<file path="config.mk">
export PLATFORM = sky130hd
export DESIGN_NAME = pipeline_hazard_ctrl
export DESIGN_NICKNAME = d
export VERILOG_FILES = /design/src/rtl/riscv_pkg.sv /design/src/rtl/hazard_perf_cnt.sv /design/src/rtl/pipeline_hazard_ctrl.sv
export SDC_FILE = /design/constraint.sdc
export NUM_CORES = 1
export LEC_CHECK = 0
export ABC_AREA = 1
export BUFFER_PORTS_ARGS = -buffer_cell sky130_fd_sc_hd__buf_2
export CAP_MARGIN = 20
export CORE_MARGIN = 2
export CORE_UTILIZATION = 50
export CTS_CLUSTER_SIZE = 20
export DETAILED_ROUTE_END_ITERATION = 8
export PLACE_DENSITY = 0.79
export SYNTH_ARGS = -nofsm -noshare
export SYNTH_HDL_FRONTEND = slang
export SYNTH_HIERARCHICAL = 1
export SYNTH_SLANG_ARGS = --single-unit
</file>
<file path="constraint.sdc">
create_clock -name clk -period 1.7 [get_ports clk]
set_clock_uncertainty 0.15 [all_clocks]
set_input_delay 0 -clock clk [delete_from_list [all_inputs] [get_ports clk]]
set_output_delay 0 -clock clk [all_outputs]
set_load 0.01 [all_outputs]
</file>
<file path="src/rtl/riscv_pkg.sv">
// riscv_pkg: shared hazard-controller state, pipeline control bundle and defaults
package riscv_pkg;
  localparam int HAZ_MDU_TIMEOUT_DEF = 64;
  typedef enum logic [1:0] {RUN, MDU_WAIT, MEM_WAIT} hazard_state_t;
  typedef struct packed {
    logic pc_stall;
    logic if_id_stall;
    logic if_id_flush;
    logic id_ex_stall;
    logic id_ex_flush;
    logic ex_mem_stall;
    logic ex_mem_flush;
    logic mem_wb_flush;
  } pipe_ctrl_t;
endpackage

</file>
<file path="src/rtl/hazard_perf_cnt.sv">
// hazard_perf_cnt: saturating stall, flush-event and MDU-wait cycle counters
module hazard_perf_cnt #(
  parameter int CNT_W = 32
) (
  input  logic             clk,
  input  logic             rst,
  input  logic             stall_evt,
  input  logic             flush_evt,
  input  logic             mdu_evt,
  output logic [CNT_W-1:0] stall_cycles,
  output logic [CNT_W-1:0] flush_events,
  output logic [CNT_W-1:0] mdu_cycles
);
  // each counter sticks at all-ones instead of wrapping
  always_ff @(posedge clk) begin
    if (rst) begin
      stall_cycles <= '0;
      flush_events <= '0;
      mdu_cycles   <= '0;
    end else begin
      if (stall_evt && ~&stall_cycles) stall_cycles <= stall_cycles + 1'b1;
      if (flush_evt && ~&flush_events) flush_events <= flush_events + 1'b1;
      if (mdu_evt && ~&mdu_cycles) mdu_cycles <= mdu_cycles + 1'b1;
    end
  end
endmodule

</file>
<file path="src/rtl/pipeline_hazard_ctrl.sv">
// pipeline_hazard_ctrl: stall/flush sequencer for the 5-stage pipeline; HAZARD_PERF_CNT_EN adds perf counters
module pipeline_hazard_ctrl import riscv_pkg::*; #(
  parameter int MDU_TIMEOUT = HAZ_MDU_TIMEOUT_DEF
`ifdef HAZARD_PERF_CNT_EN
  , parameter int CNT_W = 32
`endif
) (
  input  logic       clk,
  input  logic       rst,
  input  logic [4:0] id_rs1_addr,
  input  logic [4:0] id_rs2_addr,
  input  logic       id_uses_rs1,
  input  logic       id_uses_rs2,
  input  logic       ex_mem_read,
  input  logic [4:0] ex_rd_addr,
  input  logic       ex_redirect,
  input  logic       ex_mdu_start,
  input  logic       mdu_done,
  input  logic       mem_req,
  input  logic       mem_ready,
  output logic       pc_stall,
  output logic       if_id_stall,
  output logic       if_id_flush,
  output logic       id_ex_stall,
  output logic       id_ex_flush,
  output logic       ex_mem_stall,
  output logic       ex_mem_flush,
  output logic       mem_wb_flush,
  output logic       mdu_timeout_err
`ifdef HAZARD_PERF_CNT_EN
  , output logic [CNT_W-1:0] stall_cycles
  , output logic [CNT_W-1:0] flush_events
  , output logic [CNT_W-1:0] mdu_cycles
`endif
);
  localparam int TW = $clog2(MDU_TIMEOUT + 1);
  hazard_state_t state, state_n;
  logic done_pending, done_pending_n, ret_mdu, ret_mdu_n, block, block_n, err, err_n;
  logic [TW-1:0] tcnt, tcnt_n;
  logic mem_busy, mdu_active, mdu_op, mdu_fin, mdu_wait, timeout, load_use;
  pipe_ctrl_t ctrl, q;
  assign mem_busy   = (mem_req || state == MEM_WAIT) && !mem_ready;
  assign mdu_active = state == MDU_WAIT || (state == MEM_WAIT && ret_mdu);
  assign mdu_op     = mdu_active || (ex_mdu_start && !block);
  assign mdu_fin    = mdu_done || done_pending;
  assign mdu_wait   = mdu_op && !mdu_fin;
  assign timeout    = state == MDU_WAIT && !mdu_fin && tcnt == TW'(MDU_TIMEOUT - 1);
  assign load_use   = ex_mem_read && ex_rd_addr != 5'd0 &&
                      ((id_uses_rs1 && id_rs1_addr == ex_rd_addr) ||
                       (id_uses_rs2 && id_rs2_addr == ex_rd_addr));
  // state, MDU bookkeeping and sticky error register
  always_ff @(posedge clk) begin
    if (rst) begin
      state        <= RUN;
      done_pending <= 1'b0;
      ret_mdu      <= 1'b0;
      block        <= 1'b0;
      err          <= 1'b0;
      tcnt         <= '0;
    end else begin
      state        <= state_n;
      done_pending <= done_pending_n;
      ret_mdu      <= ret_mdu_n;
      block        <= block_n;
      err          <= err_n;
      tcnt         <= tcnt_n;
    end
  end
  // prioritised decode: mem wait > MDU timeout/wait > redirect > load-use
  always_comb begin
    ctrl           = '0;
    state_n        = RUN;
    done_pending_n = 1'b0;
    ret_mdu_n      = 1'b0;
    block_n        = 1'b0;
    err_n          = err;
    tcnt_n         = tcnt;
    if (mem_busy) begin
      ctrl.pc_stall     = 1'b1;
      ctrl.if_id_stall  = 1'b1;
      ctrl.id_ex_stall  = 1'b1;
      ctrl.ex_mem_stall = 1'b1;
      ctrl.mem_wb_flush = 1'b1;
      state_n           = MEM_WAIT;
      ret_mdu_n         = mdu_active;
      done_pending_n    = done_pending || (mdu_done && mdu_active);
    end else if (timeout) begin
      ctrl.pc_stall     = 1'b1;
      ctrl.if_id_stall  = 1'b1;
      ctrl.id_ex_flush  = 1'b1;
      ctrl.ex_mem_flush = 1'b1;
      err_n             = 1'b1;
      block_n           = 1'b1;
    end else if (mdu_wait) begin
      ctrl.pc_stall     = 1'b1;
      ctrl.if_id_stall  = 1'b1;
      ctrl.id_ex_stall  = 1'b1;
      ctrl.ex_mem_flush = 1'b1;
      state_n           = MDU_WAIT;
      tcnt_n            = state == MDU_WAIT ? tcnt + 1'b1 : (mdu_active ? tcnt : '0);
    end else begin
      block_n           = mdu_op;
      ctrl.if_id_flush  = ex_redirect;
      ctrl.id_ex_flush  = ex_redirect || load_use;
      ctrl.pc_stall     = !ex_redirect && load_use;
      ctrl.if_id_stall  = !ex_redirect && load_use;
    end
  end
  assign q               = rst ? '0 : ctrl;
  assign pc_stall        = q.pc_stall;
  assign if_id_stall     = q.if_id_stall;
  assign if_id_flush     = q.if_id_flush;
  assign id_ex_stall     = q.id_ex_stall;
  assign id_ex_flush     = q.id_ex_flush;
  assign ex_mem_stall    = q.ex_mem_stall;
  assign ex_mem_flush    = q.ex_mem_flush;
  assign mem_wb_flush    = q.mem_wb_flush;
  assign mdu_timeout_err = err && !rst;
  a_no_stall_and_flush: assert property (@(posedge clk) disable iff (rst)
    !(q.if_id_stall && q.if_id_flush) && !(q.id_ex_stall && q.id_ex_flush) &&
    !(q.ex_mem_stall && q.ex_mem_flush));
`ifdef HAZARD_PERF_CNT_EN
  hazard_perf_cnt #(.CNT_W(CNT_W)) u_perf (
    .clk          (clk),
    .rst          (rst),
    .stall_evt    (q.pc_stall),
    .flush_evt    (q.if_id_flush || q.id_ex_flush),
    .mdu_evt      (!rst && state == MDU_WAIT),
    .stall_cycles (stall_cycles),
    .flush_events (flush_events),
    .mdu_cycles   (mdu_cycles)
  );
`endif
endmodule

</file>
==> flow_metrics.tcl, run 1 <==
set metrics [dict create \
    status "finished clean" \
    overflow 0 \
    crit_path_start_kind "flip-flop" \
    cts_buffers 3 \
    portBuffers 33 \
    ys_ff_latch 13 \
    yosysTopAreaCell "dfxtp_1" \
    pin_count 34 \
    hold_class "in2reg" \
    placed_cells 231 \
    power.total_mw 0.687 \
    diodes 0 \
    startpoint "tcnt[1]" \
    h-tree-depth 1 \
    fillerInstances 175 \
    cts_sinks 13 \
    grt_setup_unrepaired "true" \
    worstMarginPinSlew_ps 393 \
    die_area_mm2 0.00245 \
    final.period_utilization 0.993 \
    drc_errors 0 \
    leakagePower_nw 0.712 \
    ys_warn_count 6 \
    vias_per_cell 5.00 \
    slew_violations 0 \
    clock_path_buffers 2 \
    synthTopCellsByArea "dfxtp_1, nand2_1, inv_1" \
    timing.rr.end "state[1]" \
    synthTopCellsByCount "nand2_1, inv_1, nor2_1" \
    crit_arrival_ps 1540 \
    finalSetupViolCount 0 \
    hpwl_um 1840 \
    r2r-start "state[0]" \
    antenna_found_initial 0 \
    drv_cap 0 \
    layout-drive-gt1-share 0.358 \
    finalWorstSetupSlack_ps 11.6 \
    worstPathRequired_ps 1550 \
    totalWireLength_um 2930 \
    synth.avg_cell_area_um2 5.91 \
    critPathCaptureType "primary output" \
    yosysMostFrequentCell "nand2_1" \
    cts-root-buf "clkbuf_4" \
    async_flop_share 0 \
    clkTransAtPathRegs_ps 80 \
    start_util 0.527 \
    ys.flop_type "dfxtp_1" \
    tns_ps 0 \
    die_y_um 49.5 \
    routedWlPerCell_um 11.9 \
    stdcell_count 245 \
    grt_util_all_layers 0.222 \
    drt_iter0_markers 54 \
    cts_tree "yes" \
    yosysSeqAreaShare 0.252 \
    r2r_cells 6 \
    hold_violations 0 \
    path_class "reg2out" \
    synth_cells 175 \
    crit_fanout 3 \
    area_growth_pct 34.3 \
    synth_top_area_share 0.252 \
    insertion_delay_ps 280 \
    gp_congestion 0.849 \
    synth.distinct_cells 23 \
    synth_edf_count 0 \
    fmax_ghz 0.592 \
    pre_cts_slack_ps 130 \
    vdd_drop_max_v 0.000278 \
    fp.dieW_um 49.5 \
    rrSetupSlack_ps 110 \
    core_area_mm2 0.00196 \
    vias 1225 \
    finalCriticalPeriod_ps 1690 \
    fin_nets 245 \
    grt_pass1_vias 1084 \
    endpoint "id_ex_flush" \
    grt_pass1_wl_um 4280 \
    netlist_area_mm2 0.00103 \
    slew_headroom 0.738 \
    powerDensity_mw_per_mm2 495 \
    dr.pass1.iters 6 \
    detail-route-antenna-nets 0 \
    rows 16 \
    grt_max_degree 16 \
    syn_nets 201 \
]
[placed cells by master (no fill, tap or decap), types with 2 or more instances in the layout]
master         count
a21oi_2            5
buf_2             33
buf_4              5
nor2_4             4
inv_2              6
dfxtp_2            4
nand2_1           54
nand3_4            3
nor2_1            23
nor2_2             2
dlygate4sd3_1      5
xor2_1             2
clkbuf_4           3
dfxtp_1            8
nand2_4            2
a21oi_1            6
nand3_2            2
o21ai_0            2
nand2_2            6
inv_1             26
nand3_1            8
nand4_1            2
[stage by stage]
stage	hold WS (ps)	util	area, um^2
floorplan	-87.9	-	1030
global placement	133	0.613	1200
detailed placement	147	0.613	1200
CTS	132	0.667	1310
global route	231	0.707	1390
finish	167	0.707	1390
[worst max-delay path, stage by stage, from the launching register on]
cell,delay [ps]
dfxtp_2,360
ha_4,150
nand2_1,80
inv_2,110
nand3_2,100
nor2_4,140
nor2_1,50
a21oi_1,120
buf_2,140
[registers in the layout (all words and copies together) (netlist names)]
register      flops
block             1
done_pending      1
err               1
ret_mdu           1
state             2
tcnt              7
[report_power, final]
group	leakage, nW	internal [mW]	switching, mW
clock	0.0150	0.0911	0.104
combinational	0.589	0.0745	0.106
sequential	0.108	0.308	0.00340
[worst min path at each step]
stage                   endpoint  slack (ps)  cells after the start  startpoint
detailed placement  done_pending         150                      3    mdu_done
finish                  state[0]         170                      8     mem_req
global route            state[0]         230                      8     mem_req
floorplan           ex_mem_stall         -90                      1         rst
CTS                      ret_mdu         130                      7     mem_req
global placement    done_pending         130                      3    mdu_done
[metal layers]
layer | global-route usage | wire length [um] | part of all wire | vias to the layer above
met5 | 0 | 0 | 0 | -
met4 | 0.0833 | 63 | 0.022 | 0
met3 | 0.0333 | 172 | 0.059 | 7
met1 | 0.232 | 1110 | 0.38 | 546
met2 | 0.439 | 1590 | 0.54 | 57
li1 | - | - | - | 615
[cell type report]
| type | count | area, um^2 | share of cell area |
|---|---|---|---|
| Multi-Input combinational cell | 126 | 686 | 0.494 |
| Inverter | 32 | 120 | 0.0866 |
| Timing Repair Buffer | 43 | 253 | 0.182 |
| Clock buffer | 4 | 26.3 | 0.0189 |
| Sequential cell | 13 | 269 | 0.194 |
| Tap cell | 27 | 33.8 | 0.0243 |
[what timing repair did]
item / 4_1_cts / 5_1_grt
gates resized for setup: 6 / 18
pin swaps: 1 / 6
hold buffers: 5 / 0
endpoints found under the setup margin: 2 / 5
hold endpoints to repair: 10 / 0
setup buffers: 2 / 3
[logic make-up (layout without fill, tap and decap cells)]
logic type | Yosys count | count (layout) | synth area share
and+or+nand+nor | 109 | 109 | 0.488
adders and majority gates | 1 | 1 | 0.0121
xor gates and xnor gates | 2 | 2 | 0.0170
buffers and inverters | 36 | 79 | 0.145
AOI/OAI and AO/OA | 14 | 14 | 0.0860
DFF | 13 | 13 | 0.252
Note: power is estimated with default switching activity, not from simulation.
==> run 2: changes to the inputs <==
--- a/config.mk
+++ b/config.mk
@@ -8,11 +8,9 @@
 export ABC_AREA = 1
 export BUFFER_PORTS_ARGS = -buffer_cell sky130_fd_sc_hd__buf_2
 export CAP_MARGIN = 20
-export CORE_MARGIN = 2
-export CORE_UTILIZATION = 50
+export CORE_UTILIZATION = 36
 export CTS_CLUSTER_SIZE = 20
 export DETAILED_ROUTE_END_ITERATION = 8
-export PLACE_DENSITY = 0.79
 export SYNTH_ARGS = -nofsm -noshare
 export SYNTH_HDL_FRONTEND = slang
 export SYNTH_HIERARCHICAL = 1
==> flow_metrics.tcl, run 2 (synthesis results as in run 1) <==
set metrics [dict create \
    vias 1188 \
    crit_fanout 3 \
    drc_errors 0 \
    routedWlPerCell_um 10.7 \
    share_comb_of_total_power 0.261 \
    diodes 0 \
    final_cell_mix "nand2_1, buf_2, inv_1, nor2_1, buf_4" \
    drv_cap 0 \
    grt_util_all_layers 0.177 \
    slew_headroom 0.758 \
    leakagePower_nw 0.735 \
    overflow 0 \
    vias_per_cell 4.68 \
    die_area_mm2 0.00309 \
    totalWireLength_um 2710 \
    gp_congestion 0.848 \
    finalSetupViolCount 0 \
    hold_violations 0 \
    start_util 0.378 \
    path_class "reg2out" \
    vdd_drop_max_v 0.000311 \
    antenna_found_initial 0 \
    portBuffers 33 \
    internal_power_mw 0.477 \
    die_y_um 55.6 \
    cts-root-buf "clkbuf_4" \
    layout-drive-gt1-share 0.381 \
    clock_power_share 0.290 \
    top_regs "tcnt x7, state x2" \
    final_common_cell "nand2_1" \
    dr.pass1.iters 4 \
    hold_class "in2reg" \
    fmax_ghz 0.610 \
    slew_violations 0 \
    rows 19 \
    pre_cts_slack_ps 124 \
    grt_setup_unrepaired "true" \
    crit_arrival_ps 1490 \
    h-tree-depth 1 \
    finalWorstSetupSlack_ps 59.7 \
    clkTransAtPathRegs_ps 90 \
    crit_path_start_kind "flip-flop" \
    status "finished clean" \
    tns_ps 0 \
    fp.dieW_um 55.6 \
    worstPathRequired_ps 1550 \
    fin_nets 250 \
    detail-route-antenna-nets 0 \
    pin_count 34 \
    cts_tree "yes" \
    hpwl_um 1880 \
    final.period_utilization 0.965 \
    fillerInstances 291 \
    clock_path_buffers 2 \
    netSwitchingFraction 0.312 \
    worstMarginPinSlew_ps 364 \
    area_growth_pct 38.3 \
    critPathCaptureType "primary output" \
    powerDensity_mw_per_mm2 486 \
    grt_max_degree 16 \
    top_register "tcnt" \
    grt_pass1_wl_um 4340 \
    power_frac_seq 0.449 \
    drt_iter0_markers 39 \
    grt_pass1_vias 1068 \
    finalCriticalPeriod_ps 1640 \
    cts_buffers 3 \
    cts_sinks 13 \
    power.switching_mw 0.217 \
    insertion_delay_ps 290 \
    largest_reg_flops 7 \
    postLayoutCoreUtil 0.523 \
    core_area_mm2 0.00273 \
]
## run 2: cell types whose count changed in the layout (fill, tap and decap cells not counted), moves of 2 or more
cell	delta
buf_4	+5
dfxtp_2	+3
dfxtp_1	-2
nor2_1	+2
nor2_2	-2
## run 2: power groups by stage
stage	Clock, mW	Combinational (mW)	Sequential, mW
global placement	0	0.151	0.318
finish	0.201	0.181	0.312
CTS	0.203	0.166	0.311
global route	0.224	0.203	0.312
floorplan	0	0.0997	0.317
detailed placement	0	0.154	0.318
## run 2: worst paths after layout
path | startpoint | endpoint | slack (ps) | cells past startpoint
worst min-delay path | mem_req | done_pending | 130 | 7
worst min register to register | err | err | 340 | 2
worst max-delay path | tcnt[0] | id_ex_flush | 60 | 8
worst max register to register | tcnt[0] | tcnt[5] | 80 | 10
## run 2: final cells by class
class                   count  area, um^2  area share
clock buffers               4        26.3      0.0184
inverters                  32         120      0.0841
multi-input cells         126         684       0.479
flip-flops and latches     13         269       0.188
well taps                  31        38.8      0.0271
repair buffers             48         290       0.203
## run 2: critical path, stage by stage (launching register included)
cell     delay (ps)
dfxtp_2         370
ha_4            150
nand2_1          60
inv_2            90
nand3_2         110
nor2_4          110
nor2_1           60
a21oi_2         120
buf_2           130
## run 2: per-stage QoR
step / power [mW] / cell area, um^2 / hold slack (ps) / cells
after floorplan: 0.417 / 1030 / -87.9 / 175
after global placement: 0.469 / 1210 / 133 / 235
after detailed placement: 0.472 / 1210 / 143 / 235
after CTS: 0.680 / 1320 / 113 / 246
after global routing: 0.739 / 1430 / 191 / 254
final: 0.694 / 1430 / 135 / 254
## run 2: repair_timing
item | in CTS | in global routing
setup buffers | 2 | 8
hold endpoints to repair | 10 | 0
setup endpoints to repair | 2 | 12
resized for setup | 8 | 17
pin swaps | 2 | 8
hold buffers | 5 | 0
## run 2: routing by layer
metal	share of wire	wire length [um]	vias to the layer above	GRT usage
met5	0	0	-	0
met4	0.018	49	0	0.0893
met3	0.049	132	8	0.0395
met2	0.52	1400	35	0.315
met1	0.42	1130	522	0.195
li1	-	-	623	-
